`src/rtl/alu_pkg.sv`:
```
// Shared definitions for the bus ALU: opcode values, flag bit positions and
// the multiplier sequencer state type.
package alu_pkg;

    localparam int unsigned OP_ADD  = 0;
    localparam int unsigned OP_SUB  = 1;
    localparam int unsigned OP_ADC  = 2;
    localparam int unsigned OP_SBC  = 3;
    localparam int unsigned OP_AND  = 4;
    localparam int unsigned OP_OR   = 5;
    localparam int unsigned OP_XOR  = 6;
    localparam int unsigned OP_NOT  = 7;
    localparam int unsigned OP_SHL  = 8;
    localparam int unsigned OP_SHR  = 9;
    localparam int unsigned OP_ROL  = 10;
    localparam int unsigned OP_CMP  = 11;
    localparam int unsigned OP_MUL  = 12;

    // flags port is packed {C,Z,N,V}
    localparam int unsigned FLAG_C = 3;
    localparam int unsigned FLAG_Z = 2;
    localparam int unsigned FLAG_N = 1;
    localparam int unsigned FLAG_V = 0;

    typedef enum logic [1:0] {
        IDLE = 2'd0,
        MUL  = 2'd1,
        DONE = 2'd2
    } mul_state_t;

endpackage

```
`src/rtl/alu_mul_seq.sv`:
```
// Iterative shift-add multiplier, one partial product per cycle.
// Only compiled when ALU_MUL_EN is defined.
`ifdef ALU_MUL_EN
// state | meaning
// IDLE  | waiting for start; operands captured on start
// MUL   | one shift-add step per cycle, count runs WIDTH..1
// DONE  | product final, valid=1 for exactly this cycle
module alu_mul_seq
    import alu_pkg::*;
#(
    parameter int WIDTH = 8
) (
    input  logic                 clk,
    input  logic                 rst_n,
    input  logic                 start,
    input  logic [WIDTH-1:0]     a,
    input  logic [WIDTH-1:0]     b,
    output logic                 busy,
    output logic [2*WIDTH-1:0]   product,
    output logic                 valid
);

    localparam int CW = $clog2(WIDTH + 1);

    mul_state_t           r_state;
    mul_state_t           w_state_next;
    logic [2*WIDTH-1:0]   r_mcand;
    logic [2*WIDTH-1:0]   r_acc;
    logic [WIDTH-1:0]     r_mplier;
    logic [CW-1:0]        r_count;
    logic                 w_tc;

    // count is about to reach zero on this edge: last step
    assign w_tc = (r_count == CW'(1));

    always_ff @(posedge clk or negedge rst_n) begin
        if (!rst_n) begin
            r_state <= IDLE;
        end else begin
            r_state <= w_state_next;
        end
    end

    always_comb begin
        w_state_next = r_state;
        case (r_state)
            IDLE:    if (start) w_state_next = MUL;
            MUL:     if (w_tc)  w_state_next = DONE;
            DONE:    w_state_next = IDLE;
            default: w_state_next = IDLE;
        endcase
    end

    always_ff @(posedge clk or negedge rst_n) begin
        if (!rst_n) begin
            r_mcand  <= '0;
            r_acc    <= '0;
            r_mplier <= '0;
            r_count  <= '0;
        end else if (r_state == IDLE && start) begin
            r_mcand  <= {{WIDTH{1'b0}}, a};
            r_mplier <= b;
            r_acc    <= '0;
            r_count  <= CW'(WIDTH);
        end else if (r_state == MUL) begin
            if (r_mplier[0]) begin
                r_acc <= r_acc + r_mcand;
            end
            r_mcand  <= r_mcand << 1;
            r_mplier <= r_mplier >> 1;
            r_count  <= r_count - CW'(1);
        end
    end

    assign busy    = (r_state != IDLE);
    assign valid   = (r_state == DONE);
    assign product = r_acc;

endmodule
`endif

```
`src/rtl/alu_seq.sv`:
```
// Bus ALU with operand registers A/B and latched {C,Z,N,V} flags.
// Define ALU_MUL_EN to add the sequential multiplier (op MUL, busy/done).
module alu_seq
    import alu_pkg::*;
#(
    parameter int WIDTH = 8,
    parameter int OPW   = 4
) (
    input  logic              clk,
    input  logic              rst_n,
    input  logic [WIDTH-1:0]  bus_in,
    output logic [WIDTH-1:0]  bus_out,
    input  logic              rega_write_enable,
    input  logic              regb_write_enable,
    input  logic              rega_enable,
    input  logic              regb_enable,
    input  logic              alu_enable,
    input  logic [OPW-1:0]    op,
    input  logic              flags_write_enable,
    input  logic              start,
    output logic              busy,
    output logic              done,
    output logic [3:0]        flags
);

    localparam int M = WIDTH - 1;

    logic [WIDTH-1:0]    r_a;
    logic [WIDTH-1:0]    r_b;
    logic [3:0]          r_flags;

    logic                w_busy;
    logic                w_done;
    logic [2*WIDTH-1:0]  w_product;

    logic [OPW-1:0]      w_op;
    logic [WIDTH-1:0]    w_opb;
    logic                w_cin;
    logic                w_arith;
    logic [WIDTH:0]      w_sum;
    logic [WIDTH-1:0]    w_res;
    logic                w_c;
    logic                w_v;
    logic [WIDTH-1:0]    w_alu_bus;
    logic [3:0]          w_flags_next;

`ifdef ALU_MUL_EN
    logic w_mul_start;

    assign w_mul_start = start && (op == OPW'(OP_MUL));

    alu_mul_seq #(
        .WIDTH (WIDTH)
    ) u_mul (
        .clk     (clk),
        .rst_n   (rst_n),
        .start   (w_mul_start),
        .a       (r_a),
        .b       (r_b),
        .busy    (w_busy),
        .product (w_product),
        .valid   (w_done)
    );
`else
    logic w_unused_start;

    assign w_unused_start = start;
    assign w_busy         = 1'b0;
    assign w_done         = 1'b0;
    assign w_product      = '0;
`endif

    // while the multiplier runs the ALU output is forced to A+B
    assign w_op = w_busy ? OPW'(OP_ADD) : op;

    // add/sub family shares one adder: A + (B or ~B) + cin
    always_comb begin
        w_opb   = r_b;
        w_cin   = 1'b0;
        w_arith = 1'b0;
        case (w_op)
            OPW'(OP_ADD): w_arith = 1'b1;
            OPW'(OP_SUB),
            OPW'(OP_CMP): begin
                w_opb   = ~r_b;
                w_cin   = 1'b1;
                w_arith = 1'b1;
            end
            OPW'(OP_ADC): begin
                w_cin   = r_flags[FLAG_C];
                w_arith = 1'b1;
            end
            OPW'(OP_SBC): begin
                w_opb   = ~r_b;
                w_cin   = r_flags[FLAG_C];
                w_arith = 1'b1;
            end
            default: ;
        endcase
    end

    assign w_sum = {1'b0, r_a} + {1'b0, w_opb} + {{WIDTH{1'b0}}, w_cin};

    always_comb begin
        w_res = r_a;
        w_c   = 1'b0;
        w_v   = 1'b0;
        if (w_arith) begin
            w_res = w_sum[M:0];
            w_c   = w_sum[WIDTH];
            w_v   = (r_a[M] == w_opb[M]) && (w_sum[M] != r_a[M]);
        end else begin
            case (w_op)
                OPW'(OP_AND): w_res = r_a & r_b;
                OPW'(OP_OR):  w_res = r_a | r_b;
                OPW'(OP_XOR): w_res = r_a ^ r_b;
                OPW'(OP_NOT): w_res = ~r_a;
                OPW'(OP_SHL): begin
                    w_res = {r_a[M-1:0], 1'b0};
                    w_c   = r_a[M];
                end
                OPW'(OP_SHR): begin
                    w_res = {1'b0, r_a[M:1]};
                    w_c   = r_a[0];
                end
                OPW'(OP_ROL): begin
                    w_res = {r_a[M-1:0], r_flags[FLAG_C]};
                    w_c   = r_a[M];
                end
                default: w_res = r_a;
            endcase
        end
    end

    // CMP keeps A on the bus; its subtraction only reaches the flags
    assign w_alu_bus = (w_op == OPW'(OP_CMP)) ? r_a : w_res;

    always_comb begin
        w_flags_next         = 4'b0000;
        w_flags_next[FLAG_C] = w_c;
        w_flags_next[FLAG_Z] = (w_res == '0);
        w_flags_next[FLAG_N] = w_res[M];
        w_flags_next[FLAG_V] = w_v;
    end

    always_comb begin
        if (alu_enable) begin
            bus_out = w_alu_bus;
        end else if (rega_enable) begin
            bus_out = r_a;
        end else if (regb_enable) begin
            bus_out = r_b;
        end else begin
            bus_out = '1;
        end
    end

    always_ff @(posedge clk or negedge rst_n) begin
        if (!rst_n) begin
            r_a     <= '0;
            r_b     <= '0;
            r_flags <= 4'b0000;
        end else if (w_done) begin
            r_a             <= w_product[M:0];
            r_b             <= w_product[2*WIDTH-1:WIDTH];
            r_flags         <= 4'b0000;
            r_flags[FLAG_C] <= (w_product[2*WIDTH-1:WIDTH] != '0);
            r_flags[FLAG_Z] <= (w_product == '0);
        end else if (!w_busy) begin
            if (rega_write_enable) begin
                r_a <= bus_in;
            end else if (regb_write_enable) begin
                r_b <= bus_in;
            end
            if (flags_write_enable) begin
                r_flags <= w_flags_next;
            end
        end
    end

    assign busy  = w_busy;
    assign done  = w_done;
    assign flags = r_flags;

endmodule

```
`config.mk`:
```
export PLATFORM = sky130hd
export DESIGN_NAME = alu_seq
export DESIGN_NICKNAME = d
export VERILOG_FILES = /design/src/rtl/alu_pkg.sv /design/src/rtl/alu_mul_seq.sv /design/src/rtl/alu_seq.sv
export SDC_FILE = /design/constraint.sdc
export NUM_CORES = 1
export LEC_CHECK = 0
export BUFFER_PORTS_ARGS = -buffer_cell sky130_fd_sc_hd__buf_2
export CORE_UTILIZATION = 60
export CTS_CLUSTER_DIAMETER = 50
export DETAILED_ROUTE_END_ITERATION = 10
export PLACE_DENSITY_LB_ADDON = 0.2
export RECOVER_POWER = 50
export SYNTH_ARGS = -nofsm -noshare
export SYNTH_HDL_FRONTEND = slang
export SYNTH_HIERARCHICAL = 1
export SYNTH_SLANG_ARGS = --single-unit
```
`constraint.sdc`:
```
create_clock -name clk -period 6.2 [get_ports clk]
set_input_delay 0.62 -clock clk [delete_from_list [all_inputs] [get_ports clk]]
set_output_delay 0.62 -clock clk [all_outputs]
set_load 0.01 [all_outputs]
```
Word-level counts from Yosys, hierarchy flattened
Cells that the tools add are included.

Logic and storage cells: 45. Input bits: 21. Register bits after elaboration: 20.

Mux-type cells: 12. Add/subtract/negate cells: 2. Bitwise operators: 6. Reductions and logical operators: 9. Equal/unequal tests: 13.

Operators by type and width (count): $pmux 8 s7 (1); $mux 8 (6); $eq 4x3->1 const B (4); $eq 4x4->1 const B (4); $not 8->8 (2); $add 8x8->9 (1); $add 9x1->9 (1); $and 8x8->8 (1); $eq 4x2->1 const B (2); $logic_not 8->1 (1); $or 8x8->8 (1); $xor 8x8->8 (1); $reduce_or 2->1 (3); $reduce_or 5->1 (1); $eq 4x1->1 const B (1); $logic_not 4->1 (1); $pmux 1 s2 (2); $mux 1 (3); $reduce_or 3->1 (1); $reduce_and 2->1 (1); $eq 1x1->1 (1); $logic_and 1x1->1 (1); $ne 1x1->1 (1); $not 1->1 (1).

Logic depth before layout (Yosys ltp)
Word-level depth: 8. Mapped depth: 15. Mapped depth without buffers: 13.

Worst setup path after synthesis
No wires, ideal clock.

Kind: input port to output port. Start: in op[0]. End: out bus_out[6]. Path buffers: 2. Required time: 5.580 ns. Stages on the path: 15. Path slack: 2.115 ns. Arrival time: 3.465 ns. Cells stage by stage: clkbuf_1 nand2_1 a21oi_1 and2_1 buf_2 xnor2_1 fa_1 inv_1 fa_1 a211oi_1 nor3b_1 o22ai_1 xnor2_1 o21ai_0 a31oi_1.

Cells in the longest elaborated chain, start to end: 8. Elaborated cells on any way between the ends: 25. Those cells by class: 2 x add/sub; 11 x eq/ne; 7 x mux; 5 x reduce/logical.

RTL lines: from (decl) (RTL line alu_seq.sv:18) `input logic [OPW-1:0] op,`; $eq 4x4->1 (tied with other cells) (RTL line alu_seq.sv:81, alu_seq.sv:136); $reduce_or 3->1 (no source line); $mux 8; $add 8x8->9 (RTL line alu_seq.sv:102) `assign w_sum = {1'b0, r_a} + {1'b0, w_opb} + {{WIDTH{1'b0}}, w_cin};`; $add 9x1->9 (RTL line alu_seq.sv:102); $mux 8 (RTL line alu_seq.sv:108) `if (w_arith) begin`; $mux 8 * (RTL line alu_seq.sv:136) `assign w_alu_bus = (w_op == OPW'(OP_CMP)) ? r_a : w_res;`; $mux 8 * (RTL line alu_seq.sv:147) `if (alu_enable) begin`; to (decl) (RTL line alu_seq.sv:12) `output logic [WIDTH-1:0] bus_out,`.

Mark *: on every way between the ends. The rest lies on a longest branch, timed or not.

Worst setup path in the final report
Start: in op[1]. End: out bus_out[6].

The elaborated chain is that of the path after synthesis.

==> reports/qor_table.md <==
| Parameter | This run |
| --- | --- |
| Slew of the pin with the lowest slew margin | 1002 ps |
| Area growth from synthesis to layout | 7.101% |
| Power per cell area | 206.2 nW/um^2 |
| Post-CTS Setup Bufs | 0 |
| Final critical-path required period | 5133 ps |
| GPL Wtd Cong | 0.9537 |
| Post-synth top area share | 21.36% |
| Overall die height | 64.50 um |
| Cell count after placement | 349 |
| Required time of the critical path | 5580 ps |
| Fraction of final layout cells sized beyond drive strength 1 | 15.08% |
| Most common flop cell mapped by yosys | sky130_fd_sc_hd__dfrtp_1 |
| Slowest cell on the critical path | sky130_fd_sc_hd__nor3b_1 |
| Via count | 2219 |
| Leading cell types in the layout, fill and taps excluded | sky130_fd_sc_hd__nand2_1, sky130_fd_sc_hd__o21ai_0, sky130_fd_sc_hd__buf_2 |
| Avg Synthesized Cell Area | 8.137 um^2 |
| Initial cell density of the core | 63.06% |
| FF-to-FF End | flags[2] |
| Detail-routed net length per standard cell | 17.46 um |
| Number of standard cells in the layout, taps in and fillers out | 353 |
| First-pass iteration count of the detailed router | 5 |
| Clock-pin transition on the worst setup and hold timing paths | 70 ps |
| Number of antenna repair diodes | 0 |
| Number of antenna violations at the first check in global routing | 0 |
| Buffer type at the clock tree root | sky130_fd_sc_hd__clkbuf_8 |
| # DRC | 0 |
| Hold Path Origin | flags[2] |
| Number of clock sinks | 20 |
| Total track usage | 30.99% |
| YS warnings | 6 |
| Proportion of register bits with asynchronous set or reset after synthesis | 100.0% |
| Final core utilization | 67.54% |
| Final worst slack | 1067 ps |
| Cell-by-cell listing of the critical path | buf_2 > nand2_1 > a21oi_1 > and2_1 > xnor2_1 > fa_1 > inv_1 > fa_1 > a211oi_1 > nor3b_1 > o22ai_1 > xnor2_1 > o21ai_0 > a31oi_1 > buf_2 |
| Final Cycle Share | 82.79% |
| Global-route wire length before repair | 9.839 mm |
| CTS Hold Bufs | 0 |
| Setup TNS Final | 0 ps |
| Biggest area consumer among synthesized cells | sky130_fd_sc_hd__dfrtp_1 |
| Worst-case headroom to the max-slew limit | 33.21% |
| Pin count of the biggest net entering global routing | 28 |
| Clock buffer depth | 2 |
| Total clock buffers created by CTS | 3 |
| Leading cell type in the layout, fill and taps excluded | sky130_fd_sc_hd__nand2_1 |
| Max-slew violation count | 0 |
| CTS H-tree lvls | 1 |
| Number of instances in the synthesized netlist | 288 |
| Number of failing setup endpoints in the final timing report | 0 |
| Detail Placement HPWL | 4.838 mm |
| Capture endpoint of the worst hold path | flags[2] |
| Yosys cell types | 56 |
| Number of hold violations in the final report | 0 |
| Number of storage elements in the synthesis netlist | 20 |
| Number of synthesized flops with an enable pin | 0 |
| Worst skew pair latency | 250 ps |
| Cells on worst reg2reg path | 10 |
| Critical register-to-register path startpoint | r_a[0] |
| Total global routing overflow | 0 |
| Detailed-route vias per instance | 6.286 |
| CP endpoint kind | output port |
| Max Fclk | 194.8 MHz |
| Die W | 64.50 um |
| Gates resized, CTS repair | 0 |
| Final antenna-violating net count | 0 |
| Tightest Hold Check Type | flip-flop to flip-flop |
| Dominant cells by area after synthesis | sky130_fd_sc_hd__dfrtp_1, sky130_fd_sc_hd__ha_1, sky130_fd_sc_hd__o21ai_0, sky130_fd_sc_hd__nand2_1, sky130_fd_sc_hd__xnor2_1 |
| Critical Path Start Type | input pin |
| Total length of routed wires | 6.163 mm |
| Pre-CTS setup slack | 1129 ps |
| Final Net Count | 353 |
| Row count | 22 |
| Maximum Capacitance Violations | 0 |
| Static power due to leakage | 0.001168 uW |
| Num ports | 35 |
| Slowest Stage Delay on Critical Path | 480 ps |
| Worst-case clock skew | 0.8742 ps |
| Arrival time at the worst endpoint | 4510 ps |
| Max IR drop VDD | 195.1 uV |
| Number of DRC markers in iteration 0 | 162 |
| Mapped Area | 2343 um^2 |
| Outcome | complete, no violations |
| Sequential share of the synthesized area | 21.36% |
| Placeable core region | 3716 um^2 |
| Number of port buffers | 31 |
| Die Footprint | 4160 um^2 |
| TritonCTS clock tree | yes |
| Highest net fanout along the worst path | 24 |
| Worst setup slack for register-to-register paths | 3120 ps |
| Depth of the worst hold-timing path | 2 |
| Setup repair after global routing missed its margin | no |
| Vias in the first global route | 1968 |
| Setup Crit Path Kind | input pin to output port |
[worst max path at each step]
stage	from	endpoint	cells after the start
2_1_floorplan	op[0]	bus_out[6]	15
3_3_place_gp	op[1]	bus_out[6]	15
3_5_place_dp	op[1]	bus_out[6]	15
4_1_cts	op[1]	bus_out[6]	15
5_1_grt	op[1]	bus_out[6]	15
6_report	op[1]	bus_out[6]	15
[cell usage after synthesis, types with 6 or more instances]
| library cell | count |
|---|---|
| sky130_fd_sc_hd__dfrtp_1 | 20 |
| sky130_fd_sc_hd__nand2_1 | 34 |
| sky130_fd_sc_hd__clkbuf_1 | 7 |
| sky130_fd_sc_hd__a21oi_1 | 10 |
| sky130_fd_sc_hd__xnor2_1 | 13 |
| sky130_fd_sc_hd__o21ai_0 | 30 |
| sky130_fd_sc_hd__a21o_1 | 6 |
| sky130_fd_sc_hd__ha_1 | 24 |
| sky130_fd_sc_hd__buf_2 | 7 |
| sky130_fd_sc_hd__nor2b_1 | 6 |
| sky130_fd_sc_hd__nor3b_1 | 6 |
| sky130_fd_sc_hd__o22ai_1 | 6 |
| sky130_fd_sc_hd__nand2b_1 | 8 |
| sky130_fd_sc_hd__inv_1 | 22 |
| sky130_fd_sc_hd__nor2_1 | 13 |
[cell families after synthesis]
logic type | share of synthesized area, %
AOI/OAI and AO/OA | 28.62
xor gates and xnor gates | 5.232
adders and majority gates | 14.52
buffers and inverters | 8.062
DFF | 21.36
muxes | 4.591
other | 0.1600
and+or+nand+nor | 17.46
[sequential cells by signal (all words and copies together), names as in the netlist]
register	count
r_a	8
flags	4
r_b	8
[through the flow]
stage	instance area [um^2]	hold WS (ps)	power (uW)
floorplan	2347	324.4	347.7
global placement	2456	468.1	410.4
detailed placement	2456	481.9	416.3
CTS	2511	297.3	516.2
global route	2510	516.7	554.2
finish	2510	495.2	517.6
[layer usage]
layer / up-vias / GRT usage (%) / part of all wire (%)
li1: 1074 / - / -
met1: 1029 / 45.83 / 47
met2: 106 / 49.21 / 45
met3: 10 / 3.169 / 7.3
met4: 0 / 5.556 / 0.80
met5: - / 0 / 0
[worst max-delay path: cells and delay by family]
kind | cells | cell delay [ps]
adders and majority gates | 2 | 630
buffers and inverters | 3 | 620
xor gates and xnor gates | 2 | 400
AOI/OAI and AO/OA | 5 | 1060
and+or+nand+nor | 3 | 1170
[area by class of cell]
type	instances	area [um^2]
multi-input combinational	228	1658
fill	347	1206
sequential	20	500.5
timing repair buffer	31	153.9
inverter	22	82.58
tap	48	60.06
clock buffer	4	55.05
[where the power goes]
group          switching [uW]  total, uW  internal [uW]
logic                     146        254            108
clock network            40.5       97.0           56.4
registers                21.1        167            145
Note: power is estimated with default switching activity, not from simulation.
